File: config.mk
export PLATFORM = sky130hd
export DESIGN_NAME = fifo_rd_unpacker
export DESIGN_NICKNAME = d
export VERILOG_FILES = /design/src/rtl/fifo_rd_unpacker.sv
export SDC_FILE = /design/constraint.sdc
export NUM_CORES = 1
export LEC_CHECK = 0
export CAP_MARGIN = 20
export CELL_PAD_IN_SITES_DETAIL_PLACEMENT = 0
export CELL_PAD_IN_SITES_GLOBAL_PLACEMENT = 1
export CORE_UTILIZATION = 40
export CTS_CLUSTER_DIAMETER = 30
export DETAILED_ROUTE_END_ITERATION = 12
export GPL_TIMING_DRIVEN = 0
export HOLD_SLACK_MARGIN = 0.05
export PLACE_DENSITY = 0.87
export SYNTH_ARGS = -nofsm -noshare
export SYNTH_HDL_FRONTEND = slang
export SYNTH_SLANG_ARGS = --single-unit
File: constraint.sdc
create_clock -name clk -period 4.6 [get_ports clk]
set_input_delay 0.46 -clock clk [delete_from_list [all_inputs] [get_ports clk]]
set_output_delay 0.46 -clock clk [all_outputs]
set_load 0.01 [all_outputs]
File: src/rtl/fifo_rd_unpacker.sv
// fifo_rd_unpacker
// Pops DWIDTH-bit words from a fall-through FIFO and streams each one out as
// BEATS = DWIDTH/OWIDTH narrower beats over a valid/ready handshake, least
// significant slice first. The next word is popped on the same cycle that the
// last beat of the current word is accepted, so a full FIFO streams with no
// bubbles. word_cnt counts fully transmitted words and wraps at 16 bits.

module fifo_rd_unpacker #(
    parameter int DWIDTH = 40,
    parameter int OWIDTH = 8
) (
    input  logic              clk,
    input  logic              rst,
    input  logic              en,
    input  logic              fifo_empty,
    input  logic [DWIDTH-1:0] fifo_rd,
    output logic              fifo_rden,
    output logic              m_valid,
    output logic [OWIDTH-1:0] m_data,
    output logic              m_last,
    input  logic              m_ready,
    output logic [15:0]       word_cnt
);

    localparam int BEATS = DWIDTH / OWIDTH;
    // A one-beat word still needs a one-bit counter so the compare is legal.
    localparam int CNT_W = (BEATS > 1) ? $clog2(BEATS) : 1;
    localparam logic [CNT_W-1:0] LAST_BEAT = CNT_W'(BEATS - 1);

    typedef enum logic {
        IDLE = 1'b0,
        SEND = 1'b1
    } state_t;

    state_t            state_q;
    state_t            state_d;
    logic [DWIDTH-1:0] shift_q;
    logic [DWIDTH-1:0] shift_d;
    logic [CNT_W-1:0]  beat_q;
    logic [CNT_W-1:0]  beat_d;
    logic              handshake;

    // Output view of the held word plus the pop strobe; the pop is allowed
    // when nothing is held or when the final beat is leaving this cycle.
    always_comb begin
        m_valid   = (state_q == SEND);
        m_last    = m_valid && (beat_q == LAST_BEAT);
        m_data    = shift_q[OWIDTH-1:0];
        handshake = m_valid && m_ready;
        fifo_rden = !rst && en && !fifo_empty &&
                    ((state_q == IDLE) || (handshake && m_last));
    end

    // Next-state logic: a pop always reloads, otherwise an accepted beat either
    // advances within the word or, on the last beat, releases it.
    always_comb begin
        state_d = state_q;
        shift_d = shift_q;
        beat_d  = beat_q;
        if (fifo_rden) begin
            state_d = SEND;
            shift_d = fifo_rd;
            beat_d  = '0;
        end else if (handshake) begin
            if (m_last) begin
                state_d = IDLE;
            end else begin
                shift_d = shift_q >> OWIDTH;
                beat_d  = beat_q + CNT_W'(1);
            end
        end
    end

    // State, shift register and beat counter; reset discards any partial word.
    always_ff @(posedge clk or posedge rst) begin
        if (rst) begin
            state_q <= IDLE;
            shift_q <= '0;
            beat_q  <= '0;
        end else begin
            state_q <= state_d;
            shift_q <= shift_d;
            beat_q  <= beat_d;
        end
    end

    // Completed-word counter, bumped when the last beat of a word is accepted.
    always_ff @(posedge clk or posedge rst) begin
        if (rst) begin
            word_cnt <= '0;
        end else if (handshake && m_last) begin
            word_cnt <= word_cnt + 16'd1;
        end
    end

endmodule

# Word-level counts from Yosys, hierarchy flattened
# Cells that the tools add are included.
[op_classes] addsub=2 n_eq_ne=2 muxes=9 bitwise_logic=1 reduce_logical=13
[ops] op="$mux 40" count=3
[ops] op="$add 16x1->16 const B" count=1
[ops] op="$mux 3" count=3
[ops] op="$logic_and 1x1->1" count=6
[ops] op="$reduce_and 2->1" count=2
[ops] op="$reduce_bool 2->1" count=2
[ops] op="$add 3x1->3 const B" count=1
[ops] op="$eq 3x3->1 const B" count=1
[ops] op="$mux 1" count=3
[ops] op="$logic_not 1->1" count=2
[ops] op="$ne 2x2->1 const B" count=1
[ops] op="$logic_or 1x1->1" count=1
[ops] op="$not 1->1" count=1
[totals] register_bits=60 input_bits=45 out_inout_bits=27 wordCells=31

# Depth between registers and ports, before layout
# Gate-level depths: netlist (run 1).
[depth] word_depth=7 ltp_mapped=8 depth_no_buf=6

# Worst setup path after synthesis (run 1)
# Ideal clock, no wire load.
[synth_path] path_kind="input to output" start="in rst" end="out fifo_rden" arrival_time_ps=1352 required_time_ps=4140 setup_slack_ps=2788 cell_stages=4 path_buffers=2 path_cell_list="or3b_1 -> a21oi_1 -> buf_2 -> buf_4"
[synth_via] elab_chain_cells=4
[synth_rtl] element="start: declaration" line="13" source="input logic rst,"
[synth_rtl] element="$logic_not 1->1 (no line)"
[synth_rtl] element="$logic_and 1x1->1 (3 in series)" line="50" source="fifo_rden = !rst && en && !fifo_empty &&"
[synth_rtl] element="end: declaration" line="17" source="output logic fifo_rden,"
# No other way between the ends.

# Final worst setup path (run 1)
# Same ends and word-level chain as after synthesis.

==> impl_results.md, run 1 <==
* Outcome: finished, final reports clean
* Lkg Pwr at 0.00184 uW
* Number of placed instances with taps included at 440
* Fin crit share at 64.5%
* Vias at 2,139
* CTS tree: built
* Reg area at 0.00150 sq mm
* Clock root cell: clkbuf_8
* Ys async rst share at 100%
* PD cells at 464 mW/mm^2
* Fin crit period at 2.97 ns
* Yosys reg bits at 60
* Post-Route Setup TNS at 0 ns
* Port bufs at 71
* Final Wtd Congestion at 0.793
* Initial antenna violation count at 0
* Routed WL at 6010 um
* Crit path DAT at 2.51 ns
* Reg2reg start: beat_q[0]
* Share of layout cells above drive strength 1 at 11.1%
* Detailed Route Iter0 Violations at 126
* Crit path launch type: primary input
* CTS H-tree depth at 3
* Ys flop type: dfrtp_1
* WL/cell at 13.2 um
* Area of the mapped netlist at 0.00283 sq mm
* Hold WC Path Type: in -> async
* Core Region at 0.00679 sq mm
* Most frequent cell after synthesis: nand2_1
* Post-CTS Resized at 0
* I/O Pins at 72
* Post-CTS setup buffers at 0
* Largest net degree at the start of global routing at 44
* Area of the multi-input gates at 0.00116 sq mm
* Req. time, crit path at 4.14 ns
* Final setup violating endpoints at 0
* Synth Instances at 272
* Syn-to-layout area delta at 36.0%
* Netlist cell types at 27
* Post-synthesis sequential area ratio at 53.1%
* Yosys top cell area share at 53.1%
* # hold bufs at CTS at 0
* Clock buffer depth at 2
* Die H at 86.1 um
* Number of synthesized flops with an enable pin at 0
* Mapped Nets at 320
* Clk slew on worst S/H paths at 0.07 ns
* Register-to-Register Path Depth at 7
* Fill cell count at 627
* Antenna Cells at 0
* MaxCap Viol Count at 0
* HPWL Detailed at 4310 um
* Slew @ Worst Pin at 0.407 ns
* First-pass GRT wire length at 10,200 um
* Final #Nets at 403
* DR pass1 iterations at 4
* Pre-CTS WS at 1.63 ns
* YS warnings at 0
* Max-slew violation count at 0
* Die area at 0.00741 sq mm
* Die span in x at 86.1 um
* Final WS setup at 1.63 ns
* Largest cells by area after synthesis: dfrtp_1 53%, mux2i_1 12%, nand2_1 8.1%
* Worst Skew at 0.00761 ns
* Residual DRC at 0
* Finished Layout Cells at 455
* Tot Pwr at 1780 uW
* Crit Path Category: in -> out
* Std cell rows at 30
* Post-route ant nets at 0
* Slew margin rel. at 72.8%
* Peak supply drop at 0.000209 V
* Crit. End Element: output pin
* Reg2reg end: shift_q[24]
* Worst-skew pair later-pin latency at 0.33 ns
* CP max FO at 10
* Final hold vios at 0
* Grt ovf at 0
* CTS Sinks at 60
* Global-route usage over all layers at 18.0%
* RSZ-0062 raised after global routing: no
* Initial Util at 41.6%
* Num CTS Buffers at 9
* Syn Area/Cell at 10.4 sq um
* Largest area contributor in the netlist: dfrtp_1
* Vias in the first global route at 2,133
* Reg-to-reg setup timing slack at 2.78 ns
* Drt via density at 4.70
* Max Clk Rate at 337 MHz
* List of most frequent post-synthesis cells: 61 x nand2_1, 60 x dfrtp_1, 41 x o21ai_0
==> stage by stage <==
| step | hold WS [ns] | area [sq um] | util (%) |
|---|---|---|---|
| 2_1_floorplan | 0.493 | 2830 | - |
| 3_3_place_gp | 0.456 | 3660 | 53.9 |
| 3_5_place_dp | 0.459 | 3680 | 54.2 |
| 4_1_cts | 0.455 | 3850 | 56.6 |
| 5_1_grt | 0.494 | 3850 | 56.6 |
| 6_report | 0.452 | 3850 | 56.6 |
==> critical path: stages <==
cell	delay, ns
clkdlybuf4s50_1	0.42
or3b_1	0.42
a21oi_1	0.20
buf_2	0.25
buf_4	0.20
clkdlybuf4s50_1	0.55
==> flip-flops by register name (all words and copies together), names as in the netlist <==
| signal | count |
|---|---|
| beat_q | 3 |
| word_cnt | 16 |
| m_valid | 1 |
| shift_q | 40 |
==> how the worst max path moves through the flow <==
stage          from         end  slack, ns  cells past startpoint
5_1_grt         rst   fifo_rden       1.49                      6
2_1_floorplan   rst   beat_q[0]       2.66                      1
3_5_place_dp    rst   fifo_rden       1.63                      6
4_1_cts         rst   fifo_rden       1.62                      6
3_3_place_gp    rst  shift_q[1]       1.53                      2
6_report        rst   fifo_rden       1.63                      6
==> kinds of logic (layout without fill, tap and decap cells) <==
group / Yosys count / count (layout) / synth area share [%]
and+or+nand+nor: 89 / 89 / 14.9
DFF: 60 / 60 / 53.1
AOI/OAI and AO/OA: 44 / 44 / 7.92
muxes: 34 / 34 / 12.1
buffers and inverters: 26 / 113 / 5.79
xor gates and xnor gates: 16 / 16 / 4.95
adders and majority gates: 3 / 3 / 1.33
==> layout make-up <==
| type | instances | share of cell area [%] |
|---|---|---|
| multi-input combinational | 186 | 30.2 |
| clock buffer | 13 | 4.13 |
| buffer | 23 | 3.97 |
| tap | 96 | 3.12 |
| timing repair buffer | 72 | 19.0 |
| sequential | 60 | 39.0 |
| inverter | 3 | 0.293 |
| clock inverter | 2 | 0.260 |
==> report_power, final <==
part	switching, uW	internal, uW	leakage [uW]
logic	258	330	0.000936
registers	102	682	0.000811
clock network	192	220	0.0000893
total	552	1230	0.00184
==> layer usage <==
| layer | share of wire, % | global-route usage (%) |
|---|---|---|
| met5 | 0 | 0 |
| met4 | 1.6 | 5.91 |
| met3 | 4.5 | 5.20 |
| met2 | 46 | 26.6 |
| met1 | 48 | 25.6 |
==> cells in the final DEF (no fill, tap or decap), drive strengths merged, types with 2 or more instances in the layout <==
| cell | n |
|---|---|
| clkdlybuf4s50 | 71 |
| nand2 | 61 |
| dfrtp | 60 |
| o21ai | 42 |
| mux2i | 33 |
| buf | 23 |
| clkbuf | 14 |
| xor2 | 10 |
| nand3 | 6 |
| xnor2 | 6 |
| nor2 | 6 |
| and4 | 4 |
| nor3 | 3 |
| ha | 3 |
| nand4 | 3 |
| inv | 3 |
| and2 | 2 |
| clkinv | 2 |
No activity file was read; power rests on OpenSTA's default activity.
==> run 2: changes to the inputs <==
Settings changed: CORE_UTILIZATION 40 to 37, PLACE_DENSITY 0.87 to 0.82.
Clock period 4.6 ns to 3 ns, I/O delays scaled along.
==> impl_results.md, run 2 (synthesis results as in run 1) <==
* Outcome: finished, final reports clean
* Clock root cell: clkbuf_8
* Post-Route Setup TNS at 0 ns (unchanged)
* Crit path DAT at 2.37 ns (-0.14 ns)
* Slew @ Worst Pin at 0.435 ns (+0.0282 ns)
* Routed WL at 6270 um (+4.3%)
* Die H at 89.4 um (+3.9%)
* CTS H-tree depth at 3 (unchanged)
* Slew margin rel. at 70.9% (-1.9 points)
* Final Wtd Congestion at 0.789 (-0.54%)
* CTS Sinks at 60 (unchanged)
* Port bufs at 71 (unchanged)
* Crit. Startpoint: beat_q[0]
* Post-CTS setup buffers at 0 (unchanged)
* Peak supply drop at 0.000334 V (+60%)
* CP max FO at 10 (unchanged)
* RSZ-0062 raised after global routing: no
* Hold WC Path Type: in -> async
* Std cell rows at 31 (+3.3%)
* Max-slew violation count at 0 (unchanged)
* Worst-skew pair later-pin latency at 0.33 ns (about the same)
* Req. time, crit path at 2.70 ns (-1.44 ns)
* Die span in x at 89.4 um (+3.9%)
* Crit path launch type: flop
* Reg2reg start: beat_q[0]
* Fin crit share at 89.2%
* Crit. End Element: output pin
* Post-CTS Resized at 0 (unchanged)
* Largest registers: shift_q (40), word_cnt (16), beat_q (3)
* Largest net degree at the start of global routing at 43 (-2.3%)
* Commonest non-fill, non-tap cells in the layout: 71 x clkdlybuf4s50_1, 61 x nand2_1, 60 x dfrtp_1, 41 x o21ai_0, 33 x mux2i_1
* Final hold vios at 0 (unchanged)
* Vias in the first global route at 2,055 (-3.7%)
* Most common cell after layout, fill and taps aside: clkdlybuf4s50_1
* Antenna Cells at 0 (unchanged)
* # hold bufs at CTS at 0 (unchanged)
* Drt via density at 4.71 (+0.21%)
* Crit Path Category: reg -> out
* Final #Nets at 403 (unchanged)
* MaxCap Viol Count at 0 (unchanged)
* Core Region at 0.00733 sq mm (+7.9%)
* Clk slew on worst S/H paths at 0.06 ns (about the same)
* Max Clk Rate at 374 MHz
* HPWL Detailed at 4540 um (+5.4%)
* Num CTS Buffers at 9 (unchanged)
* Syn-to-layout area delta at 35.7%
* Detailed Route Iter0 Violations at 66 (-48%)
* Initial antenna violation count at 0 (unchanged)
* Residual DRC at 0 (unchanged)
* CTS tree: built
* Lkg Pwr at 0.00183 uW (-0.24%)
* Final setup violating endpoints at 0 (unchanged)
* PD cells at 704 mW/mm^2 (+52%)
* Hold_ws at 0.310 ns (-0.142 ns)
* Top reg by flops: shift_q
* DR pass1 iterations at 4 (unchanged)
* Share of layout cells above drive strength 1 at 11.2% (+0.031 points)
* I/O Pins at 72 (unchanged)
* WL/cell at 13.7 um (+3.9%)
* Vias at 2,153 (+0.65%)
* First-pass GRT wire length at 10,300 um (+1.8%)
* Fin area at 0.00384 sq mm (-0.23%)
* Worst Skew at 0.00814 ns (+0.000529 ns)
* Fin crit period at 2.67 ns
* Grt ovf at 0 (unchanged)
* Global-route usage over all layers at 17.6% (-0.43 points)
* Post-route ant nets at 0 (unchanged)
* Flip-flop count of the largest register, all copies and words added at 40 (unchanged)
* Dpl cell area at 0.00368 sq mm (+0.10%)
* Die area at 0.00800 sq mm (+7.9%)
* Clock buffer depth at 2 (unchanged)
* Register-to-Register Path Depth at 7 (unchanged)
* Initial Util at 38.6% (-3.0 points)
==> run 2: worst max-delay path, cell delays in order, from the launching register on <==
cell	delay [ns]
dfrtp_1	0.38
inv_1	0.09
ha_1	0.24
nand3_1	0.12
a21oi_1	0.22
buf_2	0.24
buf_4	0.21
clkdlybuf4s50_1	0.55
==> run 2: layout make-up <==
class,instances,area (sq um)
Inverter,3,11.3
Fill cell,670,3490
Clock buffer,11,141
Timing Repair Buffer,72,731
Tap cell,99,124
Buffer,23,153
Multi-Input combinational cell,186,1160
Sequential cell,60,1500
Clock inverter,3,15.0
==> run 2: metrics by stage <==
step                utilization (%)  setup slack (ns)  std cells  power [uW]
floorplan                         -              1.22        272        1760
detailed placement             50.2             0.328        443        2130
finish                         52.4             0.325        457        2700
global placement               50.0            0.0473        442        2090
CTS                            52.4             0.270        457        2730
global route                   52.4             0.136        457        2910
==> run 2: final timing paths <==
check / end / slack (ns)
setup / recovery: fifo_rden / 0.33
hold / removal: beat_q[1] / 0.31
setup reg to reg: shift_q[30] / 1.17
hold reg to reg: word_cnt[15] / 0.48
max in group asynchronous: shift_q[14] / 2.12
min in group clk: word_cnt[15] / 0.48
==> run 2: power by group <==
part	switching (uW)	internal, uW
Clock	288	309
Combinational	398	505
Sequential	157	1050
Total	843	1860
==> run 2: metal layers <==
| metal | vias up | global-route usage (%) | share of wire [%] |
|---|---|---|---|
| met5 | - | 0 | 0 |
| met4 | 0 | 7.79 | 1.8 |
| met3 | 9 | 3.42 | 3.4 |
| met2 | 45 | 25.7 | 46 |
| met1 | 1019 | 25.4 | 49 |
| li1 | 1080 | - | - |
